**config.mk**
```make
export PLATFORM = sky130hd
export DESIGN_NAME = instr_loader_flat
export DESIGN_NICKNAME = d
export VERILOG_FILES = /design/src/rtl/instr_loader_if.sv /design/src/rtl/instr_loader.sv /design/src/flat_wrapper.sv
export SDC_FILE = /design/constraint.sdc
export NUM_CORES = 1
export LEC_CHECK = 0
export ABC_AREA = 1
export CAP_MARGIN = 20
export CORE_ASPECT_RATIO = 0.6
export CORE_MARGIN = 4
export CORE_UTILIZATION = 35
export CTS_CLUSTER_SIZE = 25
export DETAILED_ROUTE_END_ITERATION = 6
export PLACE_DENSITY = 0.55
export SYNTH_ARGS = -nofsm -noshare
export SYNTH_HDL_FRONTEND = slang
export SYNTH_SLANG_ARGS = --single-unit
```
**constraint.sdc**
```tcl
create_clock -name clk -period 6.2 [get_ports clk]
set_clock_uncertainty 0.1 [all_clocks]
set_input_delay 1.55 -clock clk [delete_from_list [all_inputs] [get_ports clk]]
set_output_delay 1.55 -clock clk [all_outputs]
set_load 0.05 [all_outputs]
```
**src/rtl/instr_loader_if.sv**
```systemverilog
// Byte-stream input and instruction-memory write port of the program loader.
// The loader is the master: it consumes the stream and drives the memory writes.
interface instr_loader_if #(
  parameter int ADDR_W = 32
);
  logic [7:0]        s_data;
  logic              s_valid;
  logic              s_ready;
  logic              mem_we;
  logic [ADDR_W-1:0] mem_addr;
  logic [31:0]       mem_wdata;

  modport master (input s_data, s_valid, output s_ready, mem_we, mem_addr, mem_wdata);
  modport slave  (output s_data, s_valid, input s_ready, mem_we, mem_addr, mem_wdata);
endinterface

```
**src/rtl/instr_loader.sv**
```systemverilog
// Streams a length/payload/checksum image into instruction memory as packed
// little-endian words, and holds the CPU in reset until a load succeeds.
module instr_loader #(
  parameter int MEM_BYTES = 256,
  parameter int ADDR_W    = 32
) (
  input  logic           clk,
  input  logic           rst_n,
  input  logic           start,
  instr_loader_if.master bus,
  output logic           cpu_hold,
  output logic           busy,
  output logic           done,
  output logic           err,
  output logic [1:0]     err_code
);
  localparam int CNT_W = $clog2(MEM_BYTES + 1);

  typedef enum logic [2:0] {IDLE, LEN, DATA, CSUM, DONE, ERR} state_t;

  state_t           state;
  logic [CNT_W-1:0] cnt;
  logic [31:0]      len;
  logic [31:0]      wbuf;
  logic [7:0]       sum;

  logic        xfer;
  logic [31:0] len_nxt;
  logic [31:0] word;
  logic        last;

  assign xfer    = bus.s_valid & bus.s_ready;
  assign len_nxt = {bus.s_data, len[31:8]};
  assign word    = wbuf | (32'(bus.s_data) << {cnt[1:0], 3'b000});
  assign last    = (32'(cnt) + 32'd1) == len;

  always_ff @(posedge clk) begin
    if (!rst_n) begin
      state         <= IDLE;
      cnt           <= '0;
      len           <= '0;
      wbuf          <= '0;
      sum           <= '0;
      bus.s_ready   <= 1'b0;
      bus.mem_we    <= 1'b0;
      bus.mem_addr  <= '0;
      bus.mem_wdata <= '0;
      cpu_hold      <= 1'b1;
      busy          <= 1'b0;
      done          <= 1'b0;
      err           <= 1'b0;
      err_code      <= 2'd0;
    end else begin
      bus.mem_we <= 1'b0;
      case (state)
        IDLE, DONE, ERR: begin
          if (start) begin
            state       <= LEN;
            cnt         <= '0;
            len         <= '0;
            wbuf        <= '0;
            sum         <= '0;
            bus.s_ready <= 1'b1;
            busy        <= 1'b1;
            done        <= 1'b0;
            err         <= 1'b0;
            err_code    <= 2'd0;
            cpu_hold    <= 1'b1;
          end
        end
        LEN: begin
          if (xfer) begin
            len <= len_nxt;
            cnt <= cnt + 1'b1;
            if (cnt[1:0] == 2'd3) begin
              cnt <= '0;
              if (len_nxt > 32'(MEM_BYTES)) begin
                state       <= ERR;
                bus.s_ready <= 1'b0;
                busy        <= 1'b0;
                err         <= 1'b1;
                err_code    <= 2'd1;
              end else if (len_nxt == 32'd0) begin
                state <= CSUM;
              end else begin
                state <= DATA;
              end
            end
          end
        end
        DATA: begin
          if (xfer) begin
            sum <= sum + bus.s_data;
            cnt <= cnt + 1'b1;
            // Flush on a full word or on the tail byte; upper lanes are already zero.
            if (cnt[1:0] == 2'd3 || last) begin
              bus.mem_we    <= 1'b1;
              bus.mem_addr  <= ADDR_W'({cnt[CNT_W-1:2], 2'b00});
              bus.mem_wdata <= word;
              wbuf          <= '0;
            end else begin
              wbuf <= word;
            end
            if (last) state <= CSUM;
          end
        end
        CSUM: begin
          if (xfer) begin
            bus.s_ready <= 1'b0;
            busy        <= 1'b0;
            if (bus.s_data == sum) begin
              state    <= DONE;
              done     <= 1'b1;
              cpu_hold <= 1'b0;
            end else begin
              state    <= ERR;
              err      <= 1'b1;
              err_code <= 2'd2;
            end
          end
        end
        default: state <= IDLE;
      endcase
    end
  end
endmodule

```
**src/flat_wrapper.sv**
```systemverilog
// flat-port wrapper written by rule: the top's interface ports become plain ports
module instr_loader_flat 
#(
  parameter int MEM_BYTES = 256,
  parameter int ADDR_W    = 32
)
  (clk, rst_n, start, cpu_hold, busy, done, err, err_code, bus_s_data, bus_s_valid, bus_s_ready, bus_mem_we, bus_mem_addr, bus_mem_wdata);
  instr_loader_if #(.ADDR_W(ADDR_W)) bus_i ();
  input  logic clk;
  input  logic rst_n;
  input  logic start;
  output logic cpu_hold;
  output logic busy;
  output logic done;
  output logic err;
  output logic [1:0] err_code;
  input wire logic [$bits(bus_i.s_data)-1:0] bus_s_data;
  input wire logic [$bits(bus_i.s_valid)-1:0] bus_s_valid;
  output wire logic [$bits(bus_i.s_ready)-1:0] bus_s_ready;
  output wire logic [$bits(bus_i.mem_we)-1:0] bus_mem_we;
  output wire logic [$bits(bus_i.mem_addr)-1:0] bus_mem_addr;
  output wire logic [$bits(bus_i.mem_wdata)-1:0] bus_mem_wdata;
  assign bus_i.s_data = bus_s_data;
  assign bus_i.s_valid = bus_s_valid;
  assign bus_s_ready = bus_i.s_ready;
  assign bus_mem_we = bus_i.mem_we;
  assign bus_mem_addr = bus_i.mem_addr;
  assign bus_mem_wdata = bus_i.mem_wdata;
  instr_loader #(.MEM_BYTES(MEM_BYTES), .ADDR_W(ADDR_W)) u_core (.clk(clk), .rst_n(rst_n), .start(start), .bus(bus_i), .cpu_hold(cpu_hold), .busy(busy), .done(done), .err(err), .err_code(err_code));
endmodule
```
# Word level (Yosys, flattened, before mapping)
# Cells that the tools add are included.
[word_totals]
out_inout_bits = 72
inputBits = 12
regBits = 130
wordCells = 106
[classes]
eq_ne = 17
n_shift = 1
n_bitwise = 2
reduce_logical = 18
muxes = 51
magnitude_cmp = 1
add_sub_neg = 3
[op_table]
columns = ["cell", "count"]
rows = [
  ["2-to-1 mux 32 bit", 4],
  ["case mux 32 bit (2 select lines)", 2],
  ["2-to-1 mux 9 bit", 4],
  ["equality test 32 bit", 1],
  ["> comparator 32 x 9 -> 1 bit, second input constant", 1],
  ["zero test 32 bit", 1],
  ["OR 32 bit", 1],
  ["left shift 8 x 5 -> 32 bit", 1],
  ["case mux 9 bit (3 select lines)", 1],
  ["2-to-1 mux 3 bit", 7],
  ["2-to-1 mux 1 bit", 18],
  ["2-to-1 mux 8 bit", 2],
  ["case mux 8 bit (2 select lines)", 1],
  ["!= test 2 x 1 -> 1 bit, second input constant", 7],
  ["2-to-1 mux 2 bit", 6],
  ["case mux 3 bit (4 select lines)", 1],
  ["AND reduction 3 bit", 4],
  ["AND reduction 6 bit", 2],
  ["adder 9 x 1 -> 10 bit, second input constant", 1],
  ["adder 9 x 1 -> 9 bit, second input constant", 1],
  ["adder 8 bit", 1],
  ["equality test 8 bit", 1],
  ["AND reduction 4 bit", 2],
  ["AND reduction 7 bit", 1],
  ["14 further kinds", 22],
]

# Longest topological paths before layout
# Gate-level depths: netlist of the first run.
[logic_depth]
depth_word = 6
depth_mapped = 14
mapped_depth_nobuf = 14

# Worst setup path after synthesis of the first run
# OpenSTA, ideal clock, no wires.
[synth_timing]
path_type = "input to register"
startpoint = "input port bus_s_data[0]"
endpoint = "register u_core.sum[6]"
t_required_ns = 6.030
arrival_time_ns = 2.950
setup_ns = 0.070
n_path_buf = 0
path_slack_ns = 3.079
stages = 11
cell_sequence = "ha_1 fa_1 a21oi_1 nor2_1 o21ai_0 nand2_1 nand2_1 nand2_1 a21oi_1 o21ai_0 a21oi_1"
[synth_via]
elab_chain_cells = 3
[synth_rtl]
columns = ["item", "line_no", "rtl"]
rows = [
  ["from (decl)", "flat_wrapper.sv:17", "input wire logic [$bits(bus_i.s_data)-1:0] bus_s_data;"],
  ["adder 8 bit", "instr_loader.sv:93", "sum <= sum + bus.s_data;"],
  ["2-to-1 mux 8 bit", "instr_loader.sv:92", "if (xfer) begin"],
  ["case mux 8 bit (2 select lines)", "instr_loader.sv:55", "case (state)"],
  ["to (signal assigned)", "instr_loader.sv:93", ""],
  ["to (decl)", "instr_loader.sv:25", "logic [7:0] sum;"],
]
# No other way between the ends. The select of a mux whose other input is x is not followed.
# A chain may end at the register's enable or synchronous reset.

# Worst setup path after layout of the first run
[layout_timing]
startpoint = "register u_core.cnt[0]"
endpoint = "register u_core.bus.mem_wdata[13]"
[layout_via]
elab_chain_cells = 4
elab_cells_between_ends = 7
classes_between = "1 x add/sub; 2 x eq/ne; 1 x shift; 1 x bitwise; 2 x reduce/logical"
[layout_rtl]
columns = ["item", "line_no", "rtl"]
rows = [
  ["from (decl)", "instr_loader.sv:22", "logic [CNT_W-1:0] cnt;"],
  ["from (signal assigned)", "instr_loader.sv:74", "cnt <= cnt + 1'b1;"],
  ["from (signal assigned)", "instr_loader.sv:94", "cnt <= cnt + 1'b1;"],
  ["adder 9 x 1 -> 10 bit", "instr_loader.sv:35", "assign last = (32'(cnt) + 32'd1) == len;"],
  ["equality test 32 bit", "instr_loader.sv:35", ""],
  ["logical OR 1 bit", "instr_loader.sv:96", "if (cnt[1:0] == 2'd3 || last) begin"],
  ["AND reduction 3 bit (no line)", "--", ""],
  ["to (signal assigned)", "instr_loader.sv:99", "bus.mem_wdata <= word;"],
  ["to (decl)", "instr_loader_if.sv:13", "modport master (input s_data, s_valid, output s_ready, mem_we, mem_addr, mem_wdata);"],
]
# Several ways; a longest one is shown, not always the timed one.

==> results of run 1 <==
[worst max-delay path: stages (launching register included)]
cell and delay [ns]:
dfxtp_1 0.91, ha_1 0.31, inv_1 0.11, ha_1 0.32, or2_2 0.11, nand3_1 0.05
nor2_1 0.11, nand2_1 0.06, nor2_1 0.11, nand3_1 0.17, nand2_2 0.79, buf_4 0.44
nand3_1 0.14, nand2_1 0.08, nor2_1 0.04
[per-layer routing]
| layer | GRT usage (%) | up-vias | part of all wire (%) |
|---|---|---|---|
| li1 | - | 2989 | - |
| met1 | 28.7 | 2578 | 54 |
| met2 | 22.3 | 200 | 38 |
| met3 | 4.14 | 13 | 7.7 |
| met4 | 4.22 | 0 | 0.59 |
| met5 | 0 | - | 0 |
[cells in the mapped netlist (all sizes together)]
cell type  count
nand3b        28
inv           94
o22ai         28
o21ai         10
a21o           1
a211oi         1
xnor3          2
or2           10
o211ai         2
xor2           7
o2111ai        1
nor2         102
o21bai        24
nand3         49
nand4          8
a21oi        103
nor3           4
clkbuf        22
o21a           2
ha             9
a31oi          8
fa             1
buf           53
clkinv         1
conb           1
dfxtp        130
nand2        208
nor4           2
xnor2          1
[layout by cell type (no fill, tap or decap), drive strengths merged, types with 3 or more instances in the layout]
cell             n
o22ai           28
xor2             7
buf              9
a31oi            8
clkbuf          20
dfxtp          130
clkinv           7
inv             95
or2             10
nand3b          28
nand2          208
ha               9
nor3             4
a21oi          103
clkdlybuf4s50   57
o21bai          24
bufinv           3
conb            25
nand3           49
nand4            8
o21ai           10
nor2           102
[registers in the layout, summed over array words and instances, names as in the netlist]
register              count
u_core.bus.mem_we         1
u_core.bus.mem_addr       7
u_core.len               32
u_core.wbuf              32
u_core.bus.s_ready        1
u_core.err                1
u_core.err_code           2
u_core.cpu_hold           1
u_core.done               1
u_core.state              3
u_core.bus.mem_wdata     32
u_core.cnt                9
u_core.sum                8
[metrics by stage]
step                      instances  power [mW]  area [sq um]  setup slack, ns  utilization, %
after floorplan                 936        1.53          6550             3.08               -
after global routing           1199        2.93          7720             1.81            42.7
after CTS                      1198        2.80          7700             2.26            42.6
final                          1199        2.79          7720             2.23            42.7
after detailed placement       1166        1.73          7070             2.14            39.2
after global placement         1166        1.74          7070             2.12            39.2
[final cells by class]
class | count | area [sq um]
clock buffers | 20 | 467
fillers | 1902 | 10300
clock inverters | 12 | 155
well taps | 240 | 300
flip-flops and latches | 130 | 2600
inverters | 95 | 357
repair buffers | 66 | 668
multi-input cells | 636 | 3170
[worst paths after layout]
| kind | from | to | slack (ns) | cells after the start |
|---|---|---|---|---|
| max | u_core.cnt[0]$_SDFFE_PN0P_ | u_core.bus.mem_wdata[13]$_SDFFE_PN0P_ | 2.23 | 14 |
| min | u_core.cpu_hold$_SDFFE_PN1P_ | u_core.cpu_hold$_SDFFE_PN1P_ | 0.35 | 2 |
| max reg2reg | u_core.cnt[0]$_SDFFE_PN0P_ | u_core.bus.mem_wdata[13]$_SDFFE_PN0P_ | 2.23 | 14 |
| min reg2reg | u_core.cpu_hold$_SDFFE_PN1P_ | u_core.cpu_hold$_SDFFE_PN1P_ | 0.35 | 2 |
[power by group]
group | internal [mW] | total, mW | leakage, nW | switching, mW
Combinational | 0.200 | 0.808 | 1.59 | 0.608
Sequential | 0.870 | 0.919 | 1.05 | 0.0491
Clock | 0.666 | 1.06 | 0.302 | 0.394
[kinds of logic (layout without fill, tap and decap cells)]
kind of cell | Yosys count | after routing | synth area share, %
and+or+nand+nor | 411 | 411 | 27.9
xor gates and xnor gates | 10 | 10 | 1.78
other | 1 | 25 | 0.0581
DFF | 130 | 130 | 40.3
adders and majority gates | 10 | 10 | 2.05
AOI/OAI and AO/OA | 180 | 180 | 15.9
buffers and inverters | 170 | 193 | 12.0
==> flow_summary.json, run 1 <==
{
  "tightestPinTransition_ns": 1.02,
  "portBuffers": 58,
  "yosysWarnings": 0,
  "synthCells": 912,
  "grt_max_degree": 69,
  "routedWlPerCell_um": 14.8,
  "dp_hpwl_um": 11900,
  "ir_drop_mv": 0.217,
  "cp_max_fo": 52,
  "drv_cap": 0,
  "leakagePower_nw": 2.94,
  "hold_violations": 0,
  "postCtsSetupBuffers": 0,
  "max_clock_freq_ghz": 0.252,
  "ys_ff_latch": 130,
  "p_per_area_mw_per_mm2": 361,
  "setup_violations": 0,
  "die-area_sq_mm": 0.0208,
  "worstSetupEndpointType": "register",
  "cts_buffers": 17,
  "antenna_found_initial": 0,
  "fin_nets": 968,
  "areaGrowthSynthToFinish_pct": 19.7,
  "layout-drive-gt1-share_pct": 6.05,
  "period_share_pct": 64.0,
  "coreArea_sq_mm": 0.0181,
  "cts-root-buf": "clkbuf_16",
  "cts_htree_levels": 4,
  "cts_num_sinks": 130,
  "min_path_type": "register to register",
  "syn_area_sq_mm": 0.00645,
  "grt_usage_pct": 17.5,
  "drc_errors": 0,
  "start_util_pct": 35.7,
  "critical_path_class": "register to register",
  "rsz0062_at_grt": "no",
  "period_minus_slack_ns": 3.97,
  "grt_pass1_vias": 5310,
  "vias": 5780,
  "arrival_ns": 4.17,
  "initialDrtViolationCount": 471,
  "fin_tns_setup_ns": 0,
  "yosys-top-cells-area": "dfxtp_1 40%, nand2_1 12%, a21oi_1 8.0%",
  "vias_per_cell": 4.82,
  "ys_types": 39,
  "drt_pass1_iterations": 5,
  "clock_latency_ns": 0.42,
  "dieHeight_um": 113,
  "grt_overflow_total": 0,
  "rows": 38,
  "final_antenna_net_count": 0,
  "clkTransAtPathRegs_ns": 0.06,
  "drt_wl_total_um": 17800,
  "die_w_um": 183,
  "synth_top_area_cell": "dfxtp_1",
  "outcome": "completed",
  "num_io_pins": 84,
  "slew_headroom_pct": 31.6,
  "grt_first_pass_wirelength_um": 29200,
  "slew_violations": 0,
  "place_congestion": 0.826,
  "required_ns": 6.40,
  "hold_slack_ns": 0.347,
  "postCtsResizedCells": 0,
  "cts_hold_buffers": 0,
  "cts_tree": "built",
  "yosysSeqAreaShare_pct": 40.3,
  "cts_max_path_buffers": 2,
  "diodes": 0,
  "yosysTopAreaCellShare_pct": 40.3,
  "syn_area_per_cell_sq_um": 7.08,
  "cp-start-kind": "register"
}
Power figures use the tool's default switching activity.
==> run 2: changes to the inputs <==
- clock period: 6.2 -> 3.95 ns (I/O delays scaled with it)
==> run 2 against run 1 <==
Against the previous run:
- sequential power rose by 53%
- largest cell class unchanged
- worst setup slack got worse by 1.2 ns
- design area is 0.29% higher
- highest routed layer is now met5
- hold slack better by 0.0080 ns
- utilization rose by 0.12 points
- critical endpoint is now u_core.sum[6]$_SDFFE_PN0P_
- global-route usage down 0.23 points
- largest power group unchanged
==> flow_summary.json, run 2 (synthesis gave the netlist of run 1 again) <==
{
  "r2r_slack_ns": 1.07,
  "path_cells": "clkdlybuf4s50_1, ha_1, fa_1, a21oi_1, nor2_1, o21ai_0, nand2_1, nand2_1, nand2_1, a21oi_1, o21ai_0, a21oi_1",
  "arrival_ns": 3.20,
  "leakagePower_nw": 2.95,
  "drv_cap": 0,
  "cts_max_path_buffers": 2,
  "drt_pass1_iterations": 5,
  "fin_nets": 974,
  "hold_path.startpoint": "u_core.wbuf[17]$_SDFFE_PN0P_",
  "setup_violations": 0,
  "final_common_cell": "nand2_1",
  "clkTransAtPathRegs_ns": 0.06,
  "areaGrowthSynthToFinish_pct": 20.0,
  "die-area_sq_mm": 0.0208,
  "r2r_cells": 12,
  "initialDrtViolationCount": 464,
  "tightestPinTransition_ns": 0.877,
  "worstSetupEndpointType": "register",
  "top_layer": "met5",
  "critPathTopFamily": "adder cells",
  "antenna_found_initial": 1,
  "min_path_type": "register to register",
  "vias_per_cell": 4.82,
  "wl_met3_um": 1120,
  "period_minus_slack_ns": 2.95,
  "hold_violations": 0,
  "dieHeight_um": 113,
  "met1_length_um": 9910,
  "portBuffers": 58,
  "routedWlPerCell_um": 14.7,
  "grt_first_pass_wirelength_um": 29000,
  "wl_met2_um": 6590,
  "cp_max_fo": 5,
  "place_congestion": 0.852,
  "postCtsResizedCells": 0,
  "max_clock_freq_ghz": 0.339,
  "start_util_pct": 35.7,
  "postCtsSetupBuffers": 0,
  "drc_errors": 0,
  "whs_endpoint": "u_core.wbuf[17]$_SDFFE_PN0P_",
  "cts_tree": "built",
  "rows": 38,
  "cts_htree_levels": 4,
  "cts-root-buf": "clkbuf_16",
  "layout_common_cells": "207 x nand2_1, 130 x dfxtp_1, 103 x a21oi_1, 99 x nor2_1, 94 x inv_1",
  "cp-start-kind": "input port",
  "slew_violations": 0,
  "die_w_um": 183,
  "cts_num_sinks": 130,
  "period_share_pct": 74.7,
  "cp_slowest_cell": "clkdlybuf4s50_1",
  "cts_hold_buffers": 0,
  "drt_wl_total_um": 17700,
  "critical_path_class": "input port to register",
  "grt_pass1_vias": 5228,
  "num-fill-cells": 1890,
  "final_antenna_net_count": 0,
  "outcome": "completed",
  "post-route-util_pct": 42.9,
  "coreArea_sq_mm": 0.0181,
  "required_ns": 4.19,
  "clock_latency_ns": 0.42,
  "hold_slack_ns": 0.355,
  "slew_headroom_pct": 41.5,
  "layout-drive-gt1-share_pct": 6.63,
  "rsz0062_at_grt": "no",
  "cpPeakStageDelay_ns": 0.55,
  "timing.rr.end": "u_core.wbuf[25]$_SDFFE_PN0P_",
  "min_path_cells": 2,
  "grt_usage_pct": 17.3,
  "diodes": 0,
  "dp_hpwl_um": 12100,
  "p_per_area_mw_per_mm2": 560,
  "cp_num_buf_inv": 1,
  "num_io_pins": 84,
  "r2r-start": "u_core.cnt[0]$_SDFFE_PN0P_",
  "grt_max_degree": 90,
  "ir_drop_mv": 0.296,
  "grt_overflow_total": 0,
  "vias": 5805,
  "cts_buffers": 17,
  "total_power_mw": 4.34,
  "reg.largest.list": "u_core.bus.mem_wdata: 32 flops, u_core.len: 32 flops, u_core.wbuf: 32 flops",
  "fin_tns_setup_ns": 0
}
[run 2: cell count changes in the layout (fill, tap and decap cells not counted)]
cell / change
clkinvlp_4: +3
buf_12: +3
bufinv_16: -1
inv_6: +3
buf_4: +4
clkinv_4: -2
clkbuf_8: -3
buf_16: -1
[run 2: worst max path at each step]
stage	slack, ns	startpoint	cells after the start	to
2_1_floorplan	1.39	bus_s_data[0]	11	u_core.sum[6]$_SDFFE_PN0P_
3_3_place_gp	0.64	bus_s_data[0]	12	u_core.sum[6]$_SDFFE_PN0P_
3_5_place_dp	0.62	bus_s_data[0]	12	u_core.sum[6]$_SDFFE_PN0P_
4_1_cts	1.02	bus_s_data[0]	12	u_core.sum[6]$_SDFFE_PN0P_
5_1_grt	0.76	bus_s_data[0]	12	u_core.sum[6]$_SDFFE_PN0P_
6_report	1.0	bus_s_data[0]	12	u_core.sum[6]$_SDFFE_PN0P_
[run 2: power breakdown]
part           switching (mW)  internal (mW)
Combinational           0.987          0.368
Sequential             0.0407           1.37
Clock                   0.645          0.934
[run 2: metrics by stage]
| step | setup WS, ns | instances | instance area [sq um] |
|---|---|---|---|
| floorplan | 1.39 | 936 | 6550 |
| global placement | 0.642 | 1173 | 7160 |
| detailed placement | 0.618 | 1173 | 7160 |
| CTS | 1.02 | 1205 | 7750 |
| global route | 0.762 | 1205 | 7750 |
| finish | 0.998 | 1205 | 7750 |
[run 2: tightest hold or removal path, stage by stage, from the launching register on]
cell and delay, ns:
dfxtp_1 0.30, nand2_1 0.06, a21oi_1 0.05
[run 2: cell type report]
class,count,area [sq um],share of cell area [%]
multi-input cells,636,3170,41.0
flip-flops and latches,130,2600,33.6
repair buffers,72,731,9.43
clock buffers,17,425,5.49
inverters,95,357,4.60
well taps,240,300,3.88
clock inverters,15,156,2.02
[run 2: layer usage]
layer / global-route usage [%] / up-vias
met5: 0 / -
met3: 4.53 / 15
met4: 3.13 / 2
met2: 22.3 / 171
met1: 28.2 / 2622
li1: - / 2995
==> run 3: changes to the inputs <==
- PLACE_DENSITY: 0.55 -> 0.57
- clock period: 3.95 -> 2.4 ns (I/O delays scaled with it)
==> run 3 against run 2 <==
Against the previous run:
- routed wire length up 8.2%
- sequential power up 64%
- global-route usage up 0.60 points
- first-iteration DRC count up 12%
- largest cell class unchanged
==> flow_summary.json, run 3 (synthesis gave the netlist of run 1 again) <==
{
  "ir_drop_mv": 0.576,
  "cpPeakStageDelay_ns": 0.83,
  "clkTransAtPathRegs_ns": 0.06,
  "cts-root-buf": "clkbuf_16",
  "cp_num_buf_inv": 1,
  "worstSetupEndpointType": "output port",
  "portBuffers": 58,
  "r2r_slack_ns": 0.11,
  "diodes": 0,
  "vias_per_cell": 4.87,
  "period_share_pct": 97.1,
  "hold_slack_ns": 0.345,
  "max_clock_freq_ghz": 0.429,
  "place_ws_ns": -0.452,
  "cts_htree_levels": 4,
  "hold_violations": 0,
  "slew_violations": 0,
  "leakagePower_nw": 3.41,
  "clock_latency_ns": 0.42,
  "place_congestion": 0.837,
  "cp_slowest_cell": "clkdlybuf4s50_1",
  "p_per_area_mw_per_mm2": 912,
  "r2r-start": "u_core.cnt[0]$_SDFFE_PN0P_",
  "cts_num_sinks": 130,
  "stdcell_area_sq_mm": 0.00856,
  "grt_usage_pct": 17.9,
  "grt_max_degree": 61,
  "antenna_found_initial": 1,
  "outcome": "completed",
  "required_ns": 1.70,
  "min_path_cells": 2,
  "critPathTopFamily": "buffers and inverters",
  "routedWlPerCell_um": 15.1,
  "grt_first_pass_wirelength_um": 29800,
  "period_minus_slack_ns": 2.33,
  "die_w_um": 183,
  "die-area_sq_mm": 0.0208,
  "p_clk_share_pct": 33.7,
  "grt_overflow_total": 0,
  "critical_path_class": "register to output port",
  "sw_frac_of_total_pct": 37.9,
  "coreArea_sq_mm": 0.0181,
  "layout-drive-gt1-share_pct": 14.6,
  "finalWorstSetupSlack_ns": 0.0704,
  "reg.largest.list": "u_core.bus.mem_wdata: 32 flops, u_core.len: 32 flops, u_core.wbuf: 32 flops",
  "path_cells": "clkdlybuf4s50_1",
  "timing.rr.end": "u_core.bus.mem_wdata[15]$_SDFFE_PN0P_",
  "drc_errors": 0,
  "fin_nets": 1037,
  "dieHeight_um": 113,
  "internal-power_mw": 4.85,
  "post-route-util_pct": 47.4,
  "tightestPinTransition_ns": 0.610,
  "initialDrtViolationCount": 521,
  "cts_buffers": 17,
  "cp-start-kind": "register",
  "drt_pass1_iterations": 5,
  "grt_pass1_vias": 5444,
  "drv_cap": 0,
  "areaGrowthSynthToFinish_pct": 32.6,
  "cts_tree": "built",
  "num_io_pins": 84,
  "start_util_pct": 35.7,
  "total_power_mw": 7.81,
  "r2r_cells": 14,
  "vias": 6170,
  "cp_max_fo": 4,
  "whs_endpoint": "u_core.done$_SDFFE_PN0P_",
  "min_path_type": "register to register",
  "p_sw_mw": 2.96,
  "rows": 38,
  "crit_cells": 1,
  "slew_headroom_pct": 58.9,
  "p_comb_share_pct": 36.6,
  "final_common_cell": "nand2_1",
  "hold_path.startpoint": "u_core.done$_SDFFE_PN0P_",
  "dpl_cell_area_sq_mm": 0.00767,
  "setup_violations": 0,
  "dp_hpwl_um": 12800,
  "seqPwrFrac_pct": 29.6,
  "arrival_ns": 1.63,
  "final_antenna_net_count": 0,
  "cts_max_path_buffers": 2,
  "layout_common_cells": "205 x nand2_1, 128 x dfxtp_1, 96 x nor2_1, 96 x a21oi_1, 94 x inv_1",
  "drt_wl_total_um": 19200
}
==> run 3: area by class of cell <==
type,instances,area [sq um]
sequential,130,2610
multi-input combinational,636,3310
fill,1793,9510
tap,240,300
timing repair buffer,135,1390
clock inverter,14,154
inverter,95,357
clock buffer,18,439
==> run 3: worst max-delay path by stage <==
stage	to	slack (ns)	from
6_report	busy	0.07	u_core.bus.s_ready$_SDFFE_PN0P_
4_1_cts	u_core.bus.mem_wdata[7]$_SDFFE_PN0P_	0.002	u_core.cnt[0]$_SDFFE_PN0P_
3_3_place_gp	u_core.sum[6]$_SDFFE_PN0P_	-0.40	bus_s_data[0]
2_1_floorplan	u_core.bus.mem_wdata[0]$_SDFFE_PN0P_	0.16	u_core.cnt[0]$_SDFFE_PN0P_
3_5_place_dp	u_core.sum[6]$_SDFFE_PN0P_	-0.45	bus_s_data[0]
5_1_grt	u_core.bus.mem_wdata[26]$_SDFFE_PN0P_	-0.01	u_core.cnt[0]$_SDFFE_PN0P_
==> run 3: power groups by stage <==
stage	combinational [mW]	sequential (mW)	clock, mW
3_3_place_gp	2.54	2.35	0
5_1_grt	3.09	2.32	2.79
4_1_cts	2.56	2.31	2.67
6_report	2.86	2.31	2.64
3_5_place_dp	2.54	2.35	0
2_1_floorplan	1.47	2.48	0
==> run 3: metrics by stage <==
stage               setup TNS, ns  std cells
floorplan                       0        936
global placement            -2.65       1230
CTS                             0       1262
finish                          0       1268
global route              -0.0375       1268
detailed placement          -3.00       1230
==> run 3: per-layer routing <==
metal	share of wire, %	routed length [um]	vias up	track usage (%)
li1	-	-	3126	-
met1	55	10600	2862	29.3
met2	38	7270	168	22.7
met3	6.5	1250	12	4.72
met4	0.52	100	2	3.72
met5	0.068	13	-	0
==> run 3: what timing repair did <==
action,in CTS,in global routing
pin swaps,0,8
gates cloned,0,5
buffers inserted,0,1
resized for setup,1,37
hold buffers,0,0
setup endpoints to repair,1,83
